[config.mk]
export PLATFORM = sky130hd
export DESIGN_NAME = mem_arbiter
export DESIGN_NICKNAME = d
export VERILOG_FILES = /design/src/rtl/mem_arbiter.sv
export SDC_FILE = /design/constraint.sdc
export NUM_CORES = 1
export LEC_CHECK = 0
export BUFFER_PORTS_ARGS = -buffer_cell sky130_fd_sc_hd__buf_2
export CORE_MARGIN = 4
export CORE_UTILIZATION = 30
export CTS_BUF_LIST = sky130_fd_sc_hd__clkbuf_2 sky130_fd_sc_hd__clkbuf_4 sky130_fd_sc_hd__clkbuf_8
export DETAILED_ROUTE_END_ITERATION = 10
export SLEW_MARGIN = 30
export SYNTH_ARGS = -nofsm -noshare
export SYNTH_HDL_FRONTEND = slang
export SYNTH_SLANG_ARGS = --single-unit
[constraint.sdc]
create_clock -name clk -period 2 [get_ports clk]
set_clock_uncertainty 0.05 [all_clocks]
set_input_delay 0.1 -clock clk [delete_from_list [all_inputs] [get_ports clk]]
set_output_delay 0.1 -clock clk [all_outputs]
set_load 0.01 [all_outputs]
[src/rtl/mem_arbiter.sv]
// Shares one word RAM between fetch and load/store: one access per cycle, registered responses, 2-cycle RMW for sub-word stores.
// Fixed data-over-fetch priority by default; define MEM_ARB_RR_EN for round-robin arbitration.
module mem_arbiter (
  input  logic        clk,
  input  logic        rst_n,
  input  logic        if_req,
  input  logic [31:0] if_addr,
  output logic        if_gnt,
  output logic        if_rvalid,
  output logic [31:0] if_rdata,
  input  logic        d_req,
  input  logic        d_we,
  input  logic [1:0]  d_size,
  input  logic [31:0] d_addr,
  input  logic [31:0] d_wdata,
  output logic        d_gnt,
  output logic        d_rvalid,
  output logic [31:0] d_rdata,
  output logic        d_err,
  output logic        mem_we,
  output logic        mem_re,
  output logic [31:0] mem_addr,
  output logic [31:0] mem_wdata,
  input  logic [31:0] mem_rdata
);

  typedef enum logic {IDLE = 1'b0, RMW_WR = 1'b1} state_e;

  state_e      state_q, state_d;
  logic        if_rvalid_q, if_rvalid_d;
  logic [31:0] if_rdata_q, if_rdata_d;
  logic        d_rvalid_q, d_rvalid_d;
  logic        d_err_q, d_err_d;
  logic [31:0] d_rdata_q, d_rdata_d;
  logic [31:0] rmw_addr_q, rmw_addr_d;
  logic [31:0] rmw_data_q, rmw_data_d;

  logic        idle;
  logic        d_misal;
  logic        d_load, d_wstore, d_sstore;
  logic [31:0] merged;

  assign idle = (state_q == IDLE);

  always_comb begin
    d_misal = 1'b0;
    case (d_size)
      2'b00:   d_misal = 1'b0;
      2'b01:   d_misal = d_addr[0];
      2'b10:   d_misal = |d_addr[1:0];
      default: d_misal = 1'b1;
    endcase
  end

`ifdef MEM_ARB_RR_EN
  // last_d_q: 1 when the last grant went to the data port; on a tie the other port wins.
  logic last_d_q, last_d_d;

  assign d_gnt    = idle & d_req & (~if_req | ~last_d_q);
  assign if_gnt   = idle & if_req & (~d_req | last_d_q);
  assign last_d_d = d_gnt ? 1'b1 : (if_gnt ? 1'b0 : last_d_q);

  always_ff @(posedge clk or negedge rst_n) begin
    if (!rst_n) begin
      last_d_q <= 1'b1;
    end else begin
      last_d_q <= last_d_d;
    end
  end
`else
  assign d_gnt  = idle & d_req;
  assign if_gnt = idle & if_req & ~d_req;
`endif

  assign d_load   = d_gnt & ~d_misal & ~d_we;
  assign d_wstore = d_gnt & ~d_misal & d_we & (d_size == 2'b10);
  assign d_sstore = d_gnt & ~d_misal & d_we & (d_size != 2'b10);

  // Old word from the RAM with the addressed byte/half lane replaced.
  always_comb begin
    merged = mem_rdata;
    if (d_size == 2'b00) begin
      case (d_addr[1:0])
        2'd0:    merged[7:0]   = d_wdata[7:0];
        2'd1:    merged[15:8]  = d_wdata[7:0];
        2'd2:    merged[23:16] = d_wdata[7:0];
        default: merged[31:24] = d_wdata[7:0];
      endcase
    end else if (d_addr[1]) begin
      merged[31:16] = d_wdata[15:0];
    end else begin
      merged[15:0] = d_wdata[15:0];
    end
  end

  always_comb begin
    mem_re    = 1'b0;
    mem_we    = 1'b0;
    mem_addr  = 32'h0;
    mem_wdata = 32'h0;
    if (state_q == RMW_WR) begin
      mem_we    = 1'b1;
      mem_addr  = rmw_addr_q;
      mem_wdata = rmw_data_q;
    end else if (d_load | d_sstore) begin
      mem_re   = 1'b1;
      mem_addr = d_addr;
    end else if (d_wstore) begin
      mem_we    = 1'b1;
      mem_addr  = d_addr;
      mem_wdata = d_wdata;
    end else if (if_gnt) begin
      mem_re   = 1'b1;
      mem_addr = if_addr;
    end
  end

  always_comb begin
    state_d     = IDLE;
    if_rvalid_d = if_gnt;
    if_rdata_d  = if_gnt ? mem_rdata : 32'h0;
    d_rvalid_d  = (d_gnt & ~d_sstore) | (state_q == RMW_WR);
    d_err_d     = d_gnt & d_misal;
    d_rdata_d   = d_load ? mem_rdata : 32'h0;
    rmw_addr_d  = rmw_addr_q;
    rmw_data_d  = rmw_data_q;
    if (d_sstore) begin
      state_d    = RMW_WR;
      rmw_addr_d = d_addr;
      rmw_data_d = merged;
    end
  end

  always_ff @(posedge clk or negedge rst_n) begin
    if (!rst_n) begin
      state_q     <= IDLE;
      if_rvalid_q <= 1'b0;
      if_rdata_q  <= 32'h0;
      d_rvalid_q  <= 1'b0;
      d_err_q     <= 1'b0;
      d_rdata_q   <= 32'h0;
      rmw_addr_q  <= 32'h0;
      rmw_data_q  <= 32'h0;
    end else begin
      state_q     <= state_d;
      if_rvalid_q <= if_rvalid_d;
      if_rdata_q  <= if_rdata_d;
      d_rvalid_q  <= d_rvalid_d;
      d_err_q     <= d_err_d;
      d_rdata_q   <= d_rdata_d;
      rmw_addr_q  <= rmw_addr_d;
      rmw_data_q  <= rmw_data_d;
    end
  end

  assign if_rvalid = if_rvalid_q;
  assign if_rdata  = if_rdata_q;
  assign d_rvalid  = d_rvalid_q;
  assign d_err     = d_err_q;
  assign d_rdata   = d_rdata_q;

endmodule

==> run metrics <==
number of antenna violations at the first check in global routing=2; #FFs+latches synth=132; r2r startpoint=state_q$_DFF_PN0_; Chip Height=152.0 um; Synth Flop Type=dfrtp_1; CTS H-tree depth=4; Placed Area=7895 um^2; Max rail drop VDD=0.3702 mV; Synth Warn #=0; CTS clk-pin slew, worst paths=80 ps; vias=5878; Synth top area share=0.5308; ant diodes=0; number of synthesized flops with an enable pin=0; reg2reg end=rmw_data_q[9]$_DFFE_PN0P_; setup TNS=-3989 ps; starting density of the core=0.3066; run status=complete, but fails checks; worst skew pair latency=430 ps; register area share after synthesis=0.5308; Post-synth top cells=dfrtp_1 (132), a21oi_1 (56), inv_1 (35), and3_1 (33), nand2_1 (33); WL/cell=18.82 um; critical path's slowest cell=dfrtp_4; Critical Path RT=1850 ps; average size of a mapped cell=10.57 um^2; clock tree buffer depth=2; Post-route DRC=0; Overflow after GRT=0; Critical Path Max Stage Delay=510 ps; min Tclk post-route=2142 ps; Crit. End Element=output pin; post-layout util=0.4694; antenna viol nets, final=0; crit path kind=register to output pin; Yosys cell types=32; Total GRT Usage=0.1905; hold_sp=d_wdata[5]; Setup-failing EPs final=64; Syn-to-layout area delta=53.10%; largest area contributor in the netlist=dfrtp_1; fin. max-slew vios=0; layout cells sized above 1=0.4201; post-route cell area=9528 um^2; drt first pass iters=4; CTS tree=built; cell with the most instances after synthesis=dfrtp_1; main area contributors after synthesis=dfrtp_1 (53%), mux2i_1 (5.1%), a21oi_1 (4.5%); worst hold path endpoint=rmw_data_q[5]$_DFFE_PN0P_; Hold/Removal Path Class=primary input to register; crit start category=register; hpwl dp=14460 um; GR met3 Demand/Resource=0.05375; crit-path cells=nand2b_4, a21oi_4, buf_8, buf_12, a221oi_1, a21oi_1, buf_2; Max-slew headroom=0.5692; syn nets=724; # IOs=270; Cells after Synth=589; Core ar.=20300 um^2; Final nets=1067; Pleak=4.915 nW; post-DR vias/cell=4.838; flop2flop setup slack=90 ps; worst reg2reg path depth=6; Die W=152.0 um; Routability Congestion=0.7734; clock buffer count from CTS=17; Global Route met2 Usage=0.3213; power per cell area=732.3 nW/um^2; M1 GR Usage=0.2383; RSZ-0062 raised after global routing=yes; num rows=52; Hold Path Depth=3; vias in the first global route=6005; CP Max Fanout=5; die area=23110 um^2; largest net degree at the start of global routing=60; fmax=466.9 MHz; Mapped Area=6223 um^2; Port-buffer cells=269; final hold viol count=0; Final Cycle Share=1.071; first-pass GRT wire length=34640 um; clk sinks=132; maxcap violations=0; root buf cell=clkbuf_8; failing checks=negative setup slack; final wirelength=22860 um; actual slew at the worst max-slew pin=646.2 ps; fin worst setup slack=-141.7 ps; Most Crowded Layer GR=met2; Critical Path AT=1990 ps; DR iter-0 viols=243; async set-reset flop share out of synthesis=1.000
## repair_timing
action | in CTS | in global routing
resized for setup | 25 | 27
endpoints found under the setup margin | 65 | 130
setup buffers | 7 | 5
hold buffers | 67 | 0
pin swaps | 0 | 10
cloned | 5 | 5
hold endpoints to repair | 215 | 0
## cells in the final DEF, fill, tap and decap left out, types with 2 or more instances in the layout
cell and count:
buf_8 2, buf_4 20, a21oi_1 54, clkinvlp_4 3
mux2_2 16, buf_16 3, a21o_1 2, and2_1 32
a221oi_2 18, dlygate4sd3_1 67, inv_6 2, mux2i_1 32
inv_1 35, nor2_1 16, o21ai_0 30, buf_2 259
nor2b_1 16, clkinv_2 4, buf_12 8, clkbuf_16 5
a21oi_2 11, and3_1 33, dfrtp_1 131, a22o_1 32
a221oi_1 13, bufinv_16 2, nand2_1 33, o21ai_1 2
a211oi_1 16, buf_6 13, clkbuf_8 19
## cell families (layout without fill, tap and decap cells)
family                 Yosys count  count (layout)  share of synthesized area
buffers and inverters           88             444                    0.06373
AO/OA/AOI/OAI                  184             184                     0.2059
flip-flops                     132             132                     0.5308
AND/OR/NAND/NOR                137             137                     0.1192
multiplexers                    48              48                    0.08042
## power breakdown
group          leakage, nW  internal [mW]  switching [mW]  total, mW
clock                0.199           1.19            1.10       2.28
sequential            1.68           3.01           0.163       3.18
combinational         3.04          0.730           0.787       1.52
## layer usage
layer | vias to the layer above | wire [um] | share of wire
li1 | 2784 | - | -
met1 | 2843 | 9860 | 0.43
met2 | 230 | 11240 | 0.49
met3 | 19 | 1378 | 0.060
met4 | 2 | 376 | 0.016
met5 | - | 7 | 0.00031
## worst max-delay path: cells and delay by family, from the launching register on
kind	cells	cell delay [ps]
compound gates	3	420
flops	1	510
simple gates	1	180
buf+inv	3	450
## area by class of cell
| type | count | area, um^2 |
|---|---|---|
| inverters | 35 | 131.4 |
| multi-input cells | 369 | 2693 |
| clock buffers | 20 | 269.0 |
| well taps | 270 | 337.8 |
| fillers | 1943 | 10770 |
| flip-flops and latches | 132 | 3307 |
| clock inverters | 12 | 128.9 |
| repair buffers | 377 | 2661 |
## worst max-delay path by stage
stage / start / to / cells after the start
final: state_q$_DFF_PN0_ / mem_addr[10] / 7
after global routing: state_q$_DFF_PN0_ / mem_addr[2] / 7
after CTS: state_q$_DFF_PN0_ / mem_addr[14] / 5
after detailed placement: state_q$_DFF_PN0_ / rmw_addr_q[17]$_DFFE_PN0P_ / 4
after global placement: state_q$_DFF_PN0_ / rmw_addr_q[19]$_DFFE_PN0P_ / 4
after floorplan: state_q$_DFF_PN0_ / rmw_data_q[12]$_DFFE_PN0P_ / 5
## sequential cells by signal, summed over array words and instances, names as in the netlist
register	flops
d_err	1
d_rdata	32
d_rvalid	1
if_rdata	32
if_rvalid	1
rmw_addr_q	32
rmw_data_q	32
state_q	1
## metrics by stage
step / worst slack [ps] / cells / hold slack (ps) / power [mW]
6_report: -141.7 / 1215 / 24.36 / 6.977
5_1_grt: -245.6 / 1215 / 2.391 / 7.394
4_1_cts: -194.7 / 1207 / 2.362 / 6.992
3_5_place_dp: 49.25 / 1096 / 15.60 / 4.518
3_3_place_gp: 151.9 / 1096 / 16.46 / 4.484
2_1_floorplan: 245.0 / 589 / -245.6 / 3.902
Power figures use the tool's default switching activity.
